`config.mk`:
```
export PLATFORM = sky130hd
export DESIGN_NAME = lift_request_scheduler
export DESIGN_NICKNAME = d
export VERILOG_FILES = /design/src/rtl/lift_request_scheduler.sv
export SDC_FILE = /design/constraint.sdc
export NUM_CORES = 1
export LEC_CHECK = 0
export BUFFER_PORTS_ARGS = -buffer_cell sky130_fd_sc_hd__buf_4
export CAP_MARGIN = 15
export CORE_UTILIZATION = 25
export CTS_BUF_LIST = sky130_fd_sc_hd__clkbuf_8
export DETAILED_ROUTE_END_ITERATION = 8
export GPL_ROUTABILITY_DRIVEN = 0
export SYNTH_ARGS = -nofsm -noshare
export SYNTH_HDL_FRONTEND = slang
export SYNTH_SLANG_ARGS = --single-unit
```
`constraint.sdc`:
```
create_clock -name clk -period 3.25 [get_ports clk]
set_input_delay 0.1625 -clock clk [delete_from_list [all_inputs] [get_ports clk]]
set_output_delay 0.1625 -clock clk [all_outputs]
set_load 0.05 [all_outputs]
```
`src/rtl/lift_request_scheduler.sv`:
```
// lift_request_scheduler: latches car/hall calls for a 3-floor lift and picks
// the next target floor with a SCAN policy (keep going while work lies ahead,
// then reverse). Served requests are retired from the lift's floor and door status.
module lift_request_scheduler #(
  parameter int DWELL_CYC = 4,
  parameter int CNT_W     = 3
) (
  input  logic             clk,
  input  logic             reset,
  input  logic [2:0]       car_call,
  input  logic [1:0]       hall_up,
  input  logic [1:0]       hall_dn,
  input  logic [1:0]       cur_flr,
  input  logic             door,
  output logic [1:0]       flr_sel,
  output logic [1:0]       dir,
  output logic [2:0]       car_pend,
  output logic [1:0]       up_pend,
  output logic [1:0]       dn_pend,
  output logic             busy
);

  typedef enum logic [2:0] {
    S_IDLE,
    S_UP,
    S_DOWN,
    S_ARRIVE,
    S_DWELL
  } state_t;

  localparam logic [1:0] DIR_IDLE = 2'b00;
  localparam logic [1:0] DIR_UP   = 2'b01;
  localparam logic [1:0] DIR_DN   = 2'b10;

  // DWELL_CYC of 0 is not a legal configuration; the counter ends one early.
  localparam logic [CNT_W-1:0] DWELL_LAST = CNT_W'(DWELL_CYC - 1);

  state_t           state, state_next;
  logic [1:0]       pos;
  logic [CNT_W-1:0] cnt, cnt_next;
  logic [1:0]       flr_sel_next, dir_next;
  logic [2:0]       car_clr;
  logic [1:0]       up_clr, dn_clr;

  // Per-floor request views: bit i = floor i+1.
  logic [2:0]       req_any, req_up, req_dn;
  logic [2:0]       pos_hot, above, below;
  logic [2:0]       up_first, up_any, dn_first, dn_any;
  logic             req_here, req_above, req_below;
  logic [1:0]       up_tgt, dn_tgt;
  logic             going_dn, ahead, behind;

  // Request views and SCAN target selection relative to the current floor.
  always_comb begin
    req_any = car_pend | {1'b0, up_pend} | {dn_pend, 1'b0};
    req_up  = car_pend | {1'b0, up_pend};
    req_dn  = car_pend | {dn_pend, 1'b0};

    pos_hot = 3'b000;
    above   = 3'b000;
    below   = 3'b000;
    case (pos)
      2'd1: begin pos_hot = 3'b001; above = 3'b110; end
      2'd2: begin pos_hot = 3'b010; above = 3'b100; below = 3'b001; end
      2'd3: begin pos_hot = 3'b100; below = 3'b011; end
      default: ;
    endcase

    req_here  = |(req_any & pos_hot);
    req_above = |(req_any & above);
    req_below = |(req_any & below);

    up_first = req_up & above;
    up_any   = req_any & above;
    if (up_first[1])     up_tgt = 2'd2;
    else if (up_first[2]) up_tgt = 2'd3;
    else if (up_any[2])   up_tgt = 2'd3;
    else if (up_any[1])   up_tgt = 2'd2;
    else                  up_tgt = 2'd0;

    dn_first = req_dn & below;
    dn_any   = req_any & below;
    if (dn_first[1])     dn_tgt = 2'd2;
    else if (dn_first[0]) dn_tgt = 2'd1;
    else if (dn_any[0])   dn_tgt = 2'd1;
    else if (dn_any[1])   dn_tgt = 2'd2;
    else                  dn_tgt = 2'd0;

    going_dn = (dir == DIR_DN);
    ahead    = going_dn ? req_below : req_above;
    behind   = going_dn ? req_above : req_below;
  end

  // Next-state, next-output and request-clear decisions for the scheduler FSM.
  always_comb begin
    state_next   = state;
    flr_sel_next = flr_sel;
    dir_next     = dir;
    cnt_next     = cnt;
    car_clr      = 3'b000;
    up_clr       = 2'b00;
    dn_clr       = 2'b00;

    case (state)
      S_IDLE: begin
        if (req_here) begin
          state_next   = S_ARRIVE;
          flr_sel_next = pos;
          dir_next     = DIR_IDLE;
        end else if (req_above) begin
          state_next   = S_UP;
          flr_sel_next = up_tgt;
          dir_next     = DIR_UP;
        end else if (req_below) begin
          state_next   = S_DOWN;
          flr_sel_next = dn_tgt;
          dir_next     = DIR_DN;
        end
      end

      S_UP: begin
        if (pos == flr_sel) begin
          if (door) state_next = S_ARRIVE;
        end else if (up_tgt == 2'd0) begin
          state_next   = S_IDLE;
          flr_sel_next = 2'd0;
          dir_next     = DIR_IDLE;
        end else begin
          flr_sel_next = up_tgt;
        end
      end

      S_DOWN: begin
        if (pos == flr_sel) begin
          if (door) state_next = S_ARRIVE;
        end else if (dn_tgt == 2'd0) begin
          state_next   = S_IDLE;
          flr_sel_next = 2'd0;
          dir_next     = DIR_IDLE;
        end else begin
          flr_sel_next = dn_tgt;
        end
      end

      S_ARRIVE: begin
        car_clr = pos_hot;
        if (dir != DIR_DN || pos == 2'd1) up_clr = pos_hot[1:0];
        if (dir != DIR_UP || pos == 2'd3) dn_clr = pos_hot[2:1];
        flr_sel_next = 2'd0;
        cnt_next     = '0;
        state_next   = S_DWELL;
      end

      S_DWELL: begin
        if (door) begin
          cnt_next = '0;
        end else if (cnt != DWELL_LAST) begin
          cnt_next = cnt + 1'b1;
        end else begin
          cnt_next = '0;
          if (ahead) begin
            state_next   = going_dn ? S_DOWN : S_UP;
            flr_sel_next = going_dn ? dn_tgt : up_tgt;
            dir_next     = going_dn ? DIR_DN : DIR_UP;
          end else if (behind) begin
            state_next   = going_dn ? S_UP : S_DOWN;
            flr_sel_next = going_dn ? up_tgt : dn_tgt;
            dir_next     = going_dn ? DIR_UP : DIR_DN;
          end else if (req_here) begin
            state_next   = S_ARRIVE;
            flr_sel_next = pos;
            dir_next     = DIR_IDLE;
          end else begin
            state_next   = S_IDLE;
            flr_sel_next = 2'd0;
            dir_next     = DIR_IDLE;
          end
        end
      end

      default: begin
        state_next   = S_IDLE;
        flr_sel_next = 2'd0;
        dir_next     = DIR_IDLE;
        cnt_next     = '0;
      end
    endcase
  end

  // FSM state, registered lift-facing outputs and dwell counter.
  always_ff @(posedge clk) begin
    if (reset) begin
      state   <= S_IDLE;
      flr_sel <= 2'd0;
      dir     <= DIR_IDLE;
      cnt     <= '0;
      busy    <= 1'b0;
    end else begin
      state   <= state_next;
      flr_sel <= flr_sel_next;
      dir     <= dir_next;
      cnt     <= cnt_next;
      busy    <= (state_next != S_IDLE);
    end
  end

  // Request latches (a served clear beats a same-cycle press) and floor tracking.
  always_ff @(posedge clk) begin
    if (reset) begin
      car_pend <= 3'b000;
      up_pend  <= 2'b00;
      dn_pend  <= 2'b00;
      pos      <= 2'd1;
    end else begin
      car_pend <= (car_pend | car_call) & ~car_clr;
      up_pend  <= (up_pend | hall_up) & ~up_clr;
      dn_pend  <= (dn_pend | hall_dn) & ~dn_clr;
      if (cur_flr != 2'd0) pos <= cur_flr;
    end
  end

endmodule

```
==> results of run 1 <==
==> worst reg2reg max path, delay by kind of cell (launching register included) <==
| kind | cells | cell delay [ps] |
|---|---|---|
| AO/OA/AOI/OAI | 3 | 800 |
| AND/OR/NAND/NOR | 3 | 790 |
| flip-flops | 1 | 460 |
| adder cells (fa/ha/maj) | 1 | 290 |
| buffers and inverters | 1 | 120 |
==> layout by cell type, fill, tap and decap left out, types with 2 or more instances in the layout <==
cell | Yosys | routed
buf_4 | 0 | 24
nor2_1 | 21 | 21
dfxtp_1 | 20 | 20
a21oi_1 | 16 | 16
nand2_1 | 10 | 10
o21ai_0 | 10 | 10
nor3_1 | 8 | 8
o21a_1 | 8 | 8
inv_1 | 6 | 6
ha_1 | 6 | 6
o31ai_1 | 4 | 4
a211oi_1 | 4 | 4
clkbuf_8 | 0 | 4
or3b_2 | 3 | 3
mux2i_1 | 3 | 3
or3_1 | 3 | 3
nand4_1 | 2 | 2
nor3b_1 | 2 | 2
xnor2_1 | 2 | 2
a31oi_1 | 2 | 2
o32ai_1 | 2 | 2
nor2b_1 | 2 | 2
nand3_1 | 2 | 2
o311ai_0 | 2 | 2
==> worst max path at each step <==
stage,cells past startpoint,endpoint,start,slack (ps)
after floorplan,8,busy,pos[0],1020
after global placement,8,busy,pos[0],830
after detailed placement,8,busy,pos[0],710
after CTS,8,busy,pos[0],690
after global routing,8,busy,pos[0],480
final,8,busy,pos[0],670
==> cell usage after synthesis (3+ instances only) <==
library cell / n
nor2_1: 21
dfxtp_1: 20
a21oi_1: 16
nand2_1: 10
o21ai_0: 10
nor3_1: 8
o21a_1: 8
ha_1: 6
inv_1: 6
a211oi_1: 4
clkbuf_1: 4
o31ai_1: 4
mux2i_1: 3
or3_1: 3
or3b_2: 3
==> cells by family after synthesis <==
family,share of synthesized area
AOI/OAI and AO/OA,0.335
xor gates and xnor gates,0.0202
adders and majority gates,0.0576
buffers and inverters,0.0499
DFF,0.307
muxes,0.0230
and+or+nand+nor,0.207
==> metrics by stage <==
step	instance area, sq um	setup WS, ps	utilization
after floorplan	1300	1020	-
after global placement	1530	834	0.313
after detailed placement	1530	714	0.313
after CTS	1580	694	0.324
after global routing	1580	478	0.324
final	1580	669	0.324
==> layer usage <==
layer	vias to the layer above	track usage	wire length, microns
li1	657	-	-
met1	597	0.194	1610
met2	34	0.188	1430
met3	7	0.0190	160
met4	0	0.0650	70
met5	-	0	0
==> area by class of cell <==
| cell class | count | area, sq um | share of cell area |
|---|---|---|---|
| repair buffers | 24 | 180 | 0.114 |
| inverters | 6 | 22.5 | 0.0143 |
| flip-flops and latches | 20 | 400 | 0.253 |
| well taps | 67 | 83.8 | 0.0530 |
| multi-input cells | 132 | 838 | 0.530 |
| clock buffers | 4 | 55.1 | 0.0348 |
==> flip-flops by register name, summed over array words and instances (netlist names) <==
signal    count
cnt           3
dir           2
up_pend       2
busy          1
pos           2
state         3
car_pend      3
dn_pend       2
flr_sel       2
==> power by group through the flow <==
stage / Combinational, W / Clock (W) / Sequential, W
final: 0.000455 / 0.000192 / 0.000351
after global routing: 0.000498 / 0.000214 / 0.000362
after CTS: 0.000454 / 0.000201 / 0.000351
after detailed placement: 0.000451 / 0 / 0.000358
after global placement: 0.000456 / 0 / 0.000358
after floorplan: 0.000265 / 0 / 0.000425
==> summary.txt, run 1 <==
Cells and area
  • Area grow syn2layout: 21.2%
  • Fillers: around 550
  • Share of cells above drive strength 1: 0.177
  • Final std cells w/o fill: between 200 and 300
  • Diode count: 0
  • Final nets: approximately 210

Worst hold path
  • Worst min path class: primary input to flip-flop
  • Min-delay src: car_call[0]
  • Worst hold endpoint: car_pend[0]
  • Hold depth: 2

Setup path
  • CP Buf/Inv Count: 1
  • Setup Crit Path Kind: flip-flop to flip-flop
  • Path depth of the worst reg2reg path: 8
  • Critical Path RT: ~3400 ps
  • Crit path cell chain: inv_1 > ha_1 > o22ai_1 > nand2_1 > o311ai_2 > or3_1 > a31oi_1 > or3_1
  • Slowest cell delay on critical path: 460 ps
  • Setup crit end kind: flip-flop
  • Reg2Reg Capture Point: busy
  • Worst path slowest cell: dfxtp_1
  • Cell class contributing the biggest share of worst-path delay: simple AND/OR/NAND/NOR gates
  • R2R Path Start: pos[0]
  • Worst-path maximum fanout: 7
  • Crit path top cell by count: or3_1
  • CP startpoint kind: flip-flop
  • Reg2Reg Setup Slack: 670 ps
  • Critical Path AT: 2720 ps

Power and ir drop
  • Clock power share: 0.192
  • Maximum VDD drop: 0.222 mV
  • LEAKAGE: roughly 0.63 nW
  • Switching Share: 0.437
  • Total power: ~0.001 W
  • Flop pwr share: 0.352
  • Gate power share: 0.456
  • NetSw: around 0.00044 W
  • Pint: approximately 0.00056 W
  • Pwr dens: 632 nW/um^2

STA
  • Max-slew violation count: 0
  • Setup violations, final: 0
  • Maximum achievable frequency: between 0.3 and 0.4 GHz
  • Tcrit/Tclk final: 0.794
  • Worst Skew: 5.23 ps
  • Hold_ws: between 80 and 90 ps
  • Final min period: 2580 ps
  • Final hold vios: 0
  • Slew @ Worst Pin: between 600 and 700 ps
  • RSZ-0062 raised after global routing: no
  • Relative slew slack: 0.571
  • Total negative slack: 0 ps

Clock network
  • H-Tree Depth: 1
  • Post_cts resized: 0
  • Longest Clk Path Bufs: 2
  • Cts hold-fix bufs: 0
  • Root Buffer: clkbuf_8
  • CTS sink count: 20
  • CTS tree: built
  • Setup bufs post-CTS: 0
  • Worst-skew pair later-pin latency: roughly 260 ps
  • CTS buffer count: 3
  • Clk slew on worst S/H paths: around 70 ps

Yosys
  • Top FF cell, synth: dfxtp_1
  • Cell taking the most area after synthesis: dfxtp_1
  • Post-synth top area share: 0.307
  • #FFs+latches synth: 20
  • Cells after Synth: around 170
  • Largest cells by area after synthesis: dfxtp_1, a21oi_1, nor2_1, ha_1, o21a_1
  • Syn. warnings: 0
  • Count of different cell masters after synthesis: 45
  • Async SR Flop Fraction: 0
  • Syn Nets: 183
  • Post-synth EDFFs: 0
  • Synth Cell Area: 1300 sq um
  • Register area share after synthesis: 0.307
  • Syn_area_per_cell: 7.90 sq um

Floorplan
  • Area of the die: 5510 sq um
  • Die Y: ~74 microns
  • Row Count: 25
  • Io pins: 24
  • Core ar.: 4880 sq um
  • Chip width: between 70 and 80 microns
  • Starting density of the core: 0.267

Drt
  • Final WL: 3280 microns
  • Residual DRC: 0
  • Routed vias/inst: slightly above 5
  • Remaining antenna violation count after routing: 0
  • Avg WL per Cell: roughly 13 microns
  • DR pass1 iterations: 4
  • Vias: around 1300
  • DR iter-0 viols: 61

Global routing
  • First-pass GRT wire length: about 5700 microns
  • Antenna violations before repair: 0
  • Overflow after GRT: 0
  • Largest net degree at the start of global routing: 16
  • Vias in the first global route: approximately 1200
  • GRT Total Usage: 0.132

Run
  • Max Cap Viol: 0

Placement
  • Dpl hpwl: roughly 2500 microns
  • Port bufs: 23
  • Total placed cells including tap cells: between 200 and 250

Run status
  • Status: complete, no violations
No activity file was read; power rests on OpenSTA's default activity.
==> run 2: changes to the inputs <==
clock period = 2.2 ns   (was 3.25 ns; I/O delays follow)
==> summary.txt, run 2 (synthesized netlist as in run 1, its figures left out) <==
Run status
  • Status: complete, no violations (unchanged)

Global routing
  • Vias in the first global route: 1254 (was 1189)
  • GRT Total Usage: 0.137 (was 0.132)
  • First-pass GRT wire length: 5810 microns (was 5660 microns)
  • Overflow after GRT: 0 (unchanged)
  • Antenna violations before repair: 0 (unchanged)
  • Largest net degree at the start of global routing: 16 (unchanged)

Drt
  • Remaining antenna violation count after routing: 0 (unchanged)
  • Routed vias/inst: 5.07 (was 5.12)
  • DR iter-0 viols: 61 (unchanged)
  • Final WL: 3590 microns (was 3280 microns)
  • Residual DRC: 0 (unchanged)
  • DR pass1 iterations: 4 (unchanged)
  • Avg WL per Cell: 13.4 microns (was 12.9 microns)
  • Vias: 1360 (was 1295)

Cells and area
  • Final nets: 220 (was 205)
  • Most common cell after layout, fill and taps aside: buf_4 (unchanged)
  • Final std cells w/o fill: 268 (was 253)
  • Diode count: 0 (unchanged)
  • Biggest regs: car_pend: 3 flops, cnt: 3 flops, state: 3 flops (unchanged)
  • Area grow syn2layout: 35.1% (was 21.2%)
  • Fillers: 528 (was 552)
  • Share of cells above drive strength 1: 0.303 (was 0.177)
  • Commonest cells after routing, fill and taps aside: buf_4, nor2_1, dfxtp_1, a21oi_1, o21ai_0 (was buf_4, nor2_1, dfxtp_1, a21oi_1)

Placement
  • Post-Place Setup Slack: -27.4 ps (was 714 ps)
  • Port bufs: 23 (unchanged)
  • Total placed cells including tap cells: 264 (was 249)
  • Dpl hpwl: 2780 microns (was 2540 microns)

STA
  • Relative slew slack: 0.624 (was 0.571)
  • Maximum achievable frequency: 0.482 GHz (was 0.387 GHz)
  • Setup violations, final: 0 (unchanged)
  • Slew @ Worst Pin: 562 ps (was 643 ps)
  • Setup WS post-layout: 127 ps (was 669 ps)
  • Final min period: 2070 ps (was 2580 ps)
  • RSZ-0062 raised after global routing: no (unchanged)
  • Tcrit/Tclk final: 0.942 (was 0.794)
  • Worst Skew: 4.64 ps (was 5.23 ps)
  • Final hold vios: 0 (unchanged)
  • Max-slew violation count: 0 (unchanged)
  • Hold_ws: 31.9 ps (was 85.8 ps)

Clock network
  • H-Tree Depth: 1 (unchanged)
  • Worst-skew pair later-pin latency: 270 ps (was 260 ps)
  • CTS sink count: 20 (unchanged)
  • Longest Clk Path Bufs: 2 (unchanged)
  • Root Buffer: clkbuf_8 (unchanged)
  • Cts hold-fix bufs: 0 (unchanged)
  • CTS tree: built (unchanged)
  • CTS buffer count: 3 (unchanged)
  • Clk slew on worst S/H paths: 80 ps (was 70 ps)

Floorplan
  • Core ar.: 4880 sq um (unchanged)
  • Chip width: 74.2 microns (unchanged)
  • Row Count: 25 (unchanged)
  • Area of the die: 5510 sq um (unchanged)
  • Io pins: 24 (unchanged)
  • Die Y: 74.2 microns (unchanged)
  • Starting density of the core: 0.267 (unchanged)

Setup path
  • CP startpoint kind: flip-flop (unchanged)
  • Path depth of the worst reg2reg path: 8 (unchanged)
  • Setup Crit Path Kind: flip-flop to flip-flop (unchanged)
  • Worst-path maximum fanout: 5 (was 7)
  • Critical Path AT: 2290 ps (was 2720 ps)
  • Setup crit end kind: flip-flop (unchanged)
  • Critical Path RT: 2410 ps (was 3390 ps)

Worst hold path
  • Hold depth: 2 (unchanged)
  • Worst min path class: primary input to flip-flop (unchanged)

Power and ir drop
  • Pwr dens: 926 nW/um^2 (was 632 nW/um^2)
  • Total power: 0.00163 W (was 0.000999 W)
  • LEAKAGE: 0.712 nW (was 0.629 nW)
  • Maximum VDD drop: 0.467 mV (was 0.222 mV)

Run
  • Max Cap Viol: 0 (unchanged)
run 2: repair_timing:
item	in CTS	in global routing
resized for setup	1	13
buffers inserted	0	0
endpoints found under the setup margin	2	5
run 2: final timing paths:
check	endpoint	start	slack [ps]
max reg2reg	flr_sel[0]	pos[1]	130
min reg2reg	cnt[2]	cnt[2]	500
max	flr_sel[0]	pos[1]	130
min	car_pend[0]	car_call[0]	30
run 2: area by class of cell:
class                      count  area [sq um]  area share
inverter                       6          22.5      0.0128
timing repair buffer          39           293       0.166
tap                           67          83.8      0.0476
sequential                    20           404       0.229
multi-input combinational    132           903       0.513
clock buffer                   4          55.1      0.0312
run 2: metrics by stage:
stage / instance area (sq um) / utilization / TNS, ps
finish: 1760 / 0.361 / 0
detailed placement: 1650 / 0.337 / -27.4
CTS: 1700 / 0.349 / 0
floorplan: 1310 / - / 0
global placement: 1650 / 0.337 / 0
global route: 1760 / 0.361 / 0
run 2: critical path, cell delays in order (launching register included):
cell and delay (ps):
dfxtp_2 350, inv_1 110, ha_2 220, o21ai_0 130
and3_2 240, or3_1 400, a2111oi_4 340, nor3_1 110
o21ai_2 110
run 2: report_power, final:
group	leakage (nW)	switching (W)	internal, W
Combinational	0.517	0.000516	0.000338
Sequential	0.166	0.0000529	0.000424
Clock	0.0288	0.000141	0.000160
run 2: metal layers:
metal / vias to the layer above / part of all wire / track usage
met5: - / 0 / 0
met4: 0 / 0.020 / 0.0566
met3: 7 / 0.049 / 0.0217
met2: 39 / 0.45 / 0.216
met1: 628 / 0.48 / 0.185
li1: 686 / - / -
==> run 3: changes to the inputs <==
BUFFER_PORTS_ARGS = -buffer_cell sky130_fd_sc_hd__buf_2   (was -buffer_cell sky130_fd_sc_hd__buf_4)
PLACE_DENSITY = 0.44   (was unset)
==> summary.txt, run 3 (synthesized netlist as in run 1, its figures left out) <==
Run status
  • Status: complete, no violations (unchanged)

STA
  • RSZ-0062 raised after global routing: no (unchanged)
  • Hold_ws: 32.3 ps (was 31.9 ps)
  • Final hold vios: 0 (unchanged)
  • Final min period: 2080 ps (was 2070 ps)
  • Slew @ Worst Pin: 557 ps (was 562 ps)
  • Worst Skew: 11.7 ps (was 4.64 ps)
  • Max-slew violation count: 0 (unchanged)
  • Setup violations, final: 0 (unchanged)
  • Tcrit/Tclk final: 0.945 (was 0.942)
  • Relative slew slack: 0.626 (was 0.624)
  • Maximum achievable frequency: 0.481 GHz (was 0.482 GHz)
  • Total negative slack: 0 ps (unchanged)

Floorplan
  • Area of the die: 5510 sq um (unchanged)
  • Row Count: 25 (unchanged)
  • Starting density of the core: 0.267 (unchanged)
  • Core ar.: 4880 sq um (unchanged)
  • Die Y: 74.2 microns (unchanged)
  • Chip width: 74.2 microns (unchanged)
  • Io pins: 24 (unchanged)

Drt
  • DR iter-0 viols: 142 (was 61)
  • Avg WL per Cell: 14.2 microns (was 13.4 microns)
  • Residual DRC: 0 (unchanged)
  • DR pass1 iterations: 4 (unchanged)
  • Final WL: 3880 microns (was 3590 microns)
  • Remaining antenna violation count after routing: 0 (unchanged)
  • Vias: 1431 (was 1360)
  • Routed vias/inst: 5.24 (was 5.07)

Global routing
  • First-pass GRT wire length: 6490 microns (was 5810 microns)
  • Overflow after GRT: 0 (unchanged)
  • Largest net degree at the start of global routing: 16 (unchanged)
  • Vias in the first global route: 1356 (was 1254)
  • Antenna violations before repair: 0 (unchanged)
  • GRT Total Usage: 0.152 (was 0.137)

Clock network
  • H-Tree Depth: 1 (unchanged)
  • CTS sink count: 20 (unchanged)
  • Post_cts resized: 1 (unchanged)
  • Clk slew on worst S/H paths: 90 ps (was 80 ps)
  • Worst-skew pair later-pin latency: 270 ps (about the same)
  • Longest Clk Path Bufs: 2 (unchanged)
  • Root Buffer: clkbuf_8 (unchanged)
  • Setup bufs post-CTS: 0 (unchanged)
  • CTS buffer count: 3 (unchanged)
  • Cts hold-fix bufs: 0 (unchanged)
  • CTS tree: built (unchanged)

Cells and area
  • FF+latch area: 407 sq um (was 404 sq um)
  • Biggest regs: car_pend: 3 flops, cnt: 3 flops, state: 3 flops (unchanged)
  • Fillers: 547 (was 528)
  • Area occupied by multi-input gates: 862 sq um (was 903 sq um)
  • Commonest cells after routing, fill and taps aside: buf_2, nor2_1, buf_4, dfxtp_1, a21oi_1 (was buf_4, nor2_1, dfxtp_1, a21oi_1, o21ai_0)
  • Most common cell after layout, fill and taps aside: buf_2 (was buf_4)
  • Diode count: 0 (unchanged)
  • Share of cells above drive strength 1: 0.301 (was 0.303)
  • Post-layout util: 0.349 (was 0.361)
  • Area grow syn2layout: 30.6% (was 35.1%)
  • Final nets: 225 (was 220)

Setup path
  • Crit path cell chain: inv_1 > ha_2 > buf_4 > o21a_1 > o21ai_0 > a21oi_1 > mux2i_1 > nor2_1 (was inv_1 > ha_2 > o21ai_0 > and3_2 > or3_1 > a2111oi_4 > nor3_1 > o21ai_2)
  • Path depth of the worst reg2reg path: 8 (unchanged)
  • CP startpoint kind: flip-flop (unchanged)
  • Cell class contributing the biggest share of worst-path delay: compound AO/OA/AOI/OAI gates (was simple AND/OR/NAND/NOR gates)
  • Crit path depth: 8 (unchanged)
  • Worst-path maximum fanout: 8 (was 5)
  • Critical Path RT: 2340 ps (was 2410 ps)
  • Critical Path AT: 2220 ps (was 2290 ps)
  • Setup crit end kind: flip-flop (unchanged)
  • Slowest cell delay on critical path: 400 ps (about the same)
  • CP Buf/Inv Count: 2 (was 1)
  • Worst path slowest cell: dfxtp_2 (was or3_1)
  • Setup Crit Path Kind: flip-flop to flip-flop (unchanged)

Worst hold path
  • Worst min path class: primary input to flip-flop (unchanged)
  • Hold depth: 2 (unchanged)

Power and ir drop
  • LEAKAGE: 0.715 nW (was 0.712 nW)
  • Pwr dens: 908 nW/um^2 (was 926 nW/um^2)
  • Maximum VDD drop: 0.402 mV (was 0.467 mV)

Run
  • Max Cap Viol: 0 (unchanged)

Placement
  • Port bufs: 23 (unchanged)
  • Dpl hpwl: 2990 microns (was 2780 microns)
run 3: through the flow:
stage	setup WS (ps)	total power, W	std cells	instance area, sq um
final	120	0.00155	273	1700
after CTS	2.64	0.00154	273	1680
after global routing	4.14	0.00165	273	1700
after detailed placement	-27.3	0.00124	269	1630
after floorplan	0.536	0.00102	165	1310
after global placement	-11.2	0.00124	269	1630
run 3: area by class of cell:
class / count / area share
Inverter: 6 / 0.0132
Clock buffer: 4 / 0.0323
Sequential cell: 20 / 0.239
Timing Repair Buffer: 44 / 0.160
Multi-Input combinational cell: 132 / 0.506
Tap cell: 67 / 0.0492
run 3: worst register-to-register path, cell delays in order, from the launching register on:
cell and delay [ps]:
dfxtp_2 400, inv_1 70, ha_2 320, buf_4 110
o21a_1 300, o21ai_0 130, a21oi_1 340, mux2i_1 230
nor2_1 50
run 3: final timing paths:
check / startpoint / to / slack (ps)
worst max-delay path: pos[0] / dir[0] / 120
worst min-delay path: cur_flr[1] / pos[0] / 30
worst min register to register: cnt[2] / cnt[2] / 500
worst max register to register: pos[0] / dir[0] / 120
run 3: per-layer routing:
metal | track usage | up-vias | share of wire
met2 | 0.241 | 49 | 0.47
met3 | 0.0217 | 12 | 0.046
met1 | 0.209 | 671 | 0.47
met5 | 0 | - | 0
met4 | 0.0587 | 0 | 0.015
li1 | - | 699 | -
run 3: where the power goes:
group,switching [W],internal (W)
logic,0.000495,0.000284
registers,0.0000511,0.000423
clock network,0.000133,0.000160
